[src/rtl/bcd_mod_counter_if.sv]
// Control/data bundle for one counting stage of the digital clock.
// The stage owns dout/co/load_err; the driver owns everything else.
interface bcd_mod_counter_if #(
    parameter int DIGITS = 2
);
    logic                  en;
    logic                  cnt_in;
    logic                  adjust;
    logic                  dir;
    logic                  load;
    logic [4*DIGITS-1:0]   load_bcd;
    logic [4*DIGITS-1:0]   dout;
    logic                  co;
    logic                  load_err;

    modport master (
        output en, cnt_in, adjust, dir, load, load_bcd,
        input  dout, co, load_err
    );

    modport slave (
        input  en, cnt_in, adjust, dir, load, load_bcd,
        output dout, co, load_err
    );
endinterface

[src/rtl/bcd_mod_counter.sv]
// N-digit BCD counter over [MIN_VAL, MAX_VAL] with up/down stepping,
// parallel load and a registered carry/borrow pulse for chaining stages.
module bcd_mod_counter #(
    parameter int DIGITS  = 2,
    parameter int MIN_VAL = 0,
    parameter int MAX_VAL = 23
) (
    input  logic              clk,
    input  logic              rst_n,
    bcd_mod_counter_if.slave  bus
);
    localparam int W = 4 * DIGITS;

    function automatic logic [W-1:0] to_bcd(input int unsigned v);
        logic [W-1:0] r;
        int unsigned  t;
        r = '0;
        t = v;
        for (int i = 0; i < DIGITS; i++) begin
            r[4*i +: 4] = 4'(t % 10);
            t           = t / 10;
        end
        return r;
    endfunction

    // Valid BCD words order the same way as the numbers they encode,
    // so a plain unsigned compare is a correct decimal compare.
    function automatic logic bcd_ge(input logic [W-1:0] a, input logic [W-1:0] b);
        return a >= b;
    endfunction

    function automatic logic is_bcd(input logic [W-1:0] v);
        logic ok;
        ok = 1'b1;
        for (int i = 0; i < DIGITS; i++) begin
            if (v[4*i +: 4] > 4'd9) ok = 1'b0;
        end
        return ok;
    endfunction

    localparam logic [W-1:0] MIN_BCD = to_bcd(MIN_VAL);
    localparam logic [W-1:0] MAX_BCD = to_bcd(MAX_VAL);

    logic [W-1:0] dout_q, dout_d;
    logic         co_q, co_d;
    logic         err_q, err_d;

    logic [W-1:0] inc_val, dec_val;
    logic         carry, borrow;
    logic         cur_ok, load_ok, step, wrap;

    // NOTE: carry/borrow are ripple temporaries inside one evaluation, so
    // they use blocking assignments and get a default before the loop.
    always_comb begin
        inc_val = dout_q;
        dec_val = dout_q;
        carry   = 1'b1;
        borrow  = 1'b1;
        for (int i = 0; i < DIGITS; i++) begin
            if (carry) begin
                if (dout_q[4*i +: 4] == 4'd9) begin
                    inc_val[4*i +: 4] = 4'd0;
                end else begin
                    inc_val[4*i +: 4] = dout_q[4*i +: 4] + 4'd1;
                    carry             = 1'b0;
                end
            end
            if (borrow) begin
                if (dout_q[4*i +: 4] == 4'd0) begin
                    dec_val[4*i +: 4] = 4'd9;
                end else begin
                    dec_val[4*i +: 4] = dout_q[4*i +: 4] - 4'd1;
                    borrow            = 1'b0;
                end
            end
        end
    end

    always_comb begin
        cur_ok  = is_bcd(dout_q) && bcd_ge(dout_q, MIN_BCD) && bcd_ge(MAX_BCD, dout_q);
        load_ok = is_bcd(bus.load_bcd) && bcd_ge(bus.load_bcd, MIN_BCD)
                  && bcd_ge(MAX_BCD, bus.load_bcd);
        step    = bus.cnt_in | bus.adjust;

        dout_d  = dout_q;
        wrap    = 1'b0;
        err_d   = 1'b0;

        if (bus.load) begin
            if (load_ok) dout_d = bus.load_bcd;
            else         err_d  = 1'b1;
        end else if (bus.en && step) begin
            if (!cur_ok) begin
                // Corrupted state recovers to the bottom of the range.
                dout_d = MIN_BCD;
            end else if (bus.dir) begin
                if (dout_q == MAX_BCD) begin
                    dout_d = MIN_BCD;
                    wrap   = 1'b1;
                end else begin
                    dout_d = inc_val;
                end
            end else begin
                if (dout_q == MIN_BCD) begin
                    dout_d = MAX_BCD;
                    wrap   = 1'b1;
                end else begin
                    dout_d = dec_val;
                end
            end
        end

        // Manual adjust alone never ripples into the next stage.
        co_d = wrap & bus.cnt_in;
    end

    // NOTE: state registers use non-blocking assignments and reset
    // asynchronously, so the count clears without waiting for a clock edge.
    always_ff @(posedge clk or negedge rst_n) begin
        if (!rst_n) begin
            dout_q <= MIN_BCD;
            co_q   <= 1'b0;
            err_q  <= 1'b0;
        end else begin
            dout_q <= dout_d;
            co_q   <= co_d;
            err_q  <= err_d;
        end
    end

    assign bus.dout     = dout_q;
    assign bus.co       = co_q;
    assign bus.load_err = err_q;
endmodule

[src/flat_wrapper.sv]
// flat-port wrapper written by rule: the top's interface ports become plain ports
module bcd_mod_counter_flat 
#(
    parameter int DIGITS  = 2,
    parameter int MIN_VAL = 0,
    parameter int MAX_VAL = 23
)
  (clk, rst_n, bus_en, bus_cnt_in, bus_adjust, bus_dir, bus_load, bus_load_bcd, bus_dout, bus_co, bus_load_err);
  bcd_mod_counter_if #(.DIGITS(DIGITS)) bus_i ();
  input  logic clk;
  input  logic rst_n;
  input wire logic [$bits(bus_i.en)-1:0] bus_en;
  input wire logic [$bits(bus_i.cnt_in)-1:0] bus_cnt_in;
  input wire logic [$bits(bus_i.adjust)-1:0] bus_adjust;
  input wire logic [$bits(bus_i.dir)-1:0] bus_dir;
  input wire logic [$bits(bus_i.load)-1:0] bus_load;
  input wire logic [$bits(bus_i.load_bcd)-1:0] bus_load_bcd;
  output wire logic [$bits(bus_i.dout)-1:0] bus_dout;
  output wire logic [$bits(bus_i.co)-1:0] bus_co;
  output wire logic [$bits(bus_i.load_err)-1:0] bus_load_err;
  assign bus_i.en = bus_en;
  assign bus_i.cnt_in = bus_cnt_in;
  assign bus_i.adjust = bus_adjust;
  assign bus_i.dir = bus_dir;
  assign bus_i.load = bus_load;
  assign bus_i.load_bcd = bus_load_bcd;
  assign bus_dout = bus_i.dout;
  assign bus_co = bus_i.co;
  assign bus_load_err = bus_i.load_err;
  bcd_mod_counter #(.DIGITS(DIGITS), .MIN_VAL(MIN_VAL), .MAX_VAL(MAX_VAL)) u_core (.clk(clk), .rst_n(rst_n), .bus(bus_i));
endmodule
[config.mk]
export PLATFORM = sky130hd
export DESIGN_NAME = bcd_mod_counter_flat
export DESIGN_NICKNAME = d
export VERILOG_FILES = /design/src/rtl/bcd_mod_counter_if.sv /design/src/rtl/bcd_mod_counter.sv /design/src/flat_wrapper.sv
export SDC_FILE = /design/constraint.sdc
export NUM_CORES = 1
export LEC_CHECK = 0
export ABC_AREA = 1
export CAP_MARGIN = 20
export CORE_ASPECT_RATIO = 0.8
export CORE_UTILIZATION = 44
export DETAILED_ROUTE_END_ITERATION = 16
export GPL_TIMING_DRIVEN = 1
export PLACE_DENSITY = 0.84
export SLEW_MARGIN = 10
export SYNTH_ARGS = -nofsm -noshare
export SYNTH_HDL_FRONTEND = slang
export SYNTH_SLANG_ARGS = --single-unit
[constraint.sdc]
create_clock -name clk -period 1.5 [get_ports clk]
set_clock_uncertainty 0.1 [all_clocks]
set_input_delay 0.225 -clock clk [delete_from_list [all_inputs] [get_ports clk]]
set_output_delay 0.225 -clock clk [all_outputs]
set_load 0.01 [all_outputs]
==> results_dict.tcl <==
set metrics [dict create \
    outcome "complete, but fails checks" \
    violations "setup timing" \
    critPathRequiredTime_ns 1.61 \
    postRouteAntennaNets 0 \
    cts_buffer_depth 2 \
    vdd.ir_drop.worst_v 0.00128 \
    core_area_um2 2180 \
    clkPwrFrac 0.072 \
    setup.worst_path.start_class "flop" \
    cts_tree "done" \
    fin_nets 252 \
    yosysUniqueCellTypes 29 \
    switching_share 0.477 \
    combPwrFrac 0.763 \
    ys_ff_latch 10 \
    setup_viol 9 \
    area_delta_synth_final_pct 69.3 \
    yosys_warnings 0 \
    wl_per_cell_um 13.4 \
    place.gp.congestion 0.937 \
    antenna_cells 0 \
    met1Wirelength_um 1450 \
    postSynth.asyncResetShare 1.00 \
    placementRows 15 \
    vias_per_cell 5.28 \
    worst_slew_pin_slew_ns 0.479 \
    slew_viol_final 0 \
    dp.final_hpwl_um 2500 \
    fillers 151 \
    synth_edf_count 0 \
    hold_viol_final 0 \
    route.met2.wl_um 1720 \
    grt_usage 0.281 \
    design_area_um2 1740 \
    hold_class "input pin to async pin" \
    grt_pass1_wl_um 5320 \
    io_pins 25 \
    cp.arrival_ns 1.72 \
    dpl_cell_area_um2 1510 \
    start_util 0.472 \
    cellPowerDensity_nw_per_um2 1690 \
    clockRootBuffer "clkbuf_4" \
    dr.pass1.iters 4 \
    drive_gt1_frac 0.385 \
    highest_layer "met4" \
    die_area_um2 2530 \
    syn_area_um2 1030 \
    ys.flop_type "dfrtp_1" \
    worstSetupPathType "flop to flop" \
    syn_nets 185 \
    period_share 1.08 \
    grt_overflow_total 0 \
    p_int_uw 1530 \
    seq_area_frac_synth 0.244 \
    p_sw_uw 1400 \
    drc 0 \
    met3_length_um 182 \
    end_kind "flop" \
    chipHeight_um 45.2 \
    vias 1351 \
    clk_pin_slew_worst_paths_ns 0.07 \
    relSlewSlack 0.680 \
    leakage_uw 0.000892 \
    wirelength_um 3440 \
    syn_area_per_cell_um2 6.23 \
    worst_slack_ns -0.115 \
    cap_violations 0 \
    die_w_um 56.0 \
    numCtsBuffers 3 \
    port_buffers 24 \
    clock_latency_ns 0.28 \
    antenna_found_initial 0 \
    syn_inst 165 \
    rsz0062_at_grt "yes" \
    grt_max_degree 11 \
    drt_iter0_drc 41 \
    period_minus_slack_ns 1.61 \
    seqPwrFrac 0.164 \
    fin_hold_ws_ns 0.165 \
    grt_pass1_vias 1219 \
    crit_fanout 5 \
    htree_levels 1 \
    cts_num_sinks 10 \
    clock.fmax_ghz 0.619 \
]
[worst paths after layout]
check,startpoint,endpoint,slack (ns),cells past startpoint
hold / removal,rst_n,u_core.bus.dout[7],0.17,1
setup reg to reg,u_core.bus.dout[7],u_core.bus.dout[1],-0.11,10
max in group asynchronous,rst_n,u_core.bus.dout[1],0.79,1
setup / recovery,u_core.bus.dout[7],u_core.bus.dout[1],-0.11,10
hold reg to reg,u_core.bus.dout[5],u_core.bus.dout[5],0.55,3
min in group clk,bus_cnt_in,u_core.bus.co,0.45,3
[metal layers]
metal  global-route usage  vias up
met2                0.500       53
met1                0.335      620
met4                0.112        0
li1                     -      666
met3               0.0659       12
met5                    0        -
[state kept, by name, indices dropped and copies added (netlist names)]
register             flops
u_core.bus.co            1
u_core.bus.dout          8
u_core.bus.load_err      1
[metrics by stage]
step / cells / utilization / total power [uW] / worst slack (ns) / TNS, ns
6_report: 256 / 0.799 / 2930 / -0.115 / -0.713
5_1_grt: 256 / 0.799 / 3130 / -0.208 / -1.41
4_1_cts: 252 / 0.768 / 2740 / -0.0942 / -0.392
3_5_place_dp: 240 / 0.694 / 2260 / -0.278 / -1.81
3_3_place_gp: 240 / 0.694 / 2200 / -0.152 / -1.03
2_1_floorplan: 165 / - / 1500 / -0.0174 / -0.0593
[power by group through the flow]
| stage | Sequential, uW | Combinational, uW | Clock, uW |
|---|---|---|---|
| global route | 492 | 2420 | 225 |
| floorplan | 549 | 946 | 0 |
| CTS | 462 | 2070 | 207 |
| finish | 481 | 2240 | 212 |
| global placement | 488 | 1710 | 0 |
| detailed placement | 496 | 1760 | 0 |
[cell usage in the layout, fill, tap and decap left out, types with 2 or more instances in the layout]
cell,count
inv_4,5
inv_1,6
o21ai_1,3
a21oi_2,2
a21oi_1,6
nand4_1,3
buf_4,37
buf_6,3
dfrtp_2,5
clkbuf_2,2
nand3_1,13
nand2_4,3
dlygate4sd2_1,5
dfrtp_1,5
nand2_1,60
clkdlybuf4s50_1,15
clkbuf_4,3
ha_4,2
nor2_4,6
o21ai_0,3
ha_1,2
nor2_1,11
inv_2,5
nor2_2,3
nand2_2,6
o211ai_1,2
[area by class of cell]
| type | instances | area (um2) | area share |
|---|---|---|---|
| multi-input cells | 137 | 815 | 0.468 |
| repair buffers | 64 | 538 | 0.309 |
| flip-flops and latches | 10 | 256 | 0.147 |
| inverters | 16 | 72.6 | 0.0417 |
| well taps | 25 | 31.3 | 0.0180 |
| clock buffers | 4 | 26.3 | 0.0151 |
[cells by family (layout without fill, tap and decap cells)]
logic type,count (synthesis),in the layout,synth area share
XOR/XNOR,1,1,0.00853
AND/OR/NAND/NOR,111,111,0.487
AO/OA/AOI/OAI,20,20,0.123
buffers and inverters,18,84,0.0767
adder cells (fa/ha/maj),5,5,0.0609
flip-flops,10,10,0.244
[Yosys cell counts, types with 2 or more instances]
master,number,share of area
o211ai_1,2,0.015
nor2_2,4,0.024
a21oi_1,7,0.034
nand2_2,2,0.012
inv_1,10,0.037
nand3_1,14,0.068
inv_2,5,0.018
nor2_1,14,0.051
dfrtp_1,10,0.24
nor2_4,2,0.022
o21ai_0,6,0.029
ha_1,5,0.061
nand4_1,3,0.018
nand2_1,66,0.24
[critical path, cell delays in order, from the launching register on]
cell     delay [ns]
dfrtp_1        0.40
buf_6          0.14
nor2_4         0.18
nand3_2        0.11
nand2_4        0.12
nand3_4        0.09
inv_4          0.09
nand2_1        0.05
nor2_1         0.09
nor2_1         0.05
nor2_1         0.10
[timing repair]
item,CTS,global route
resized for setup,31,20
setup endpoints to repair,14,11
pin swaps,12,16
setup buffers,8,4
hold buffers,0,0
No activity file was read; power rests on OpenSTA's default activity.
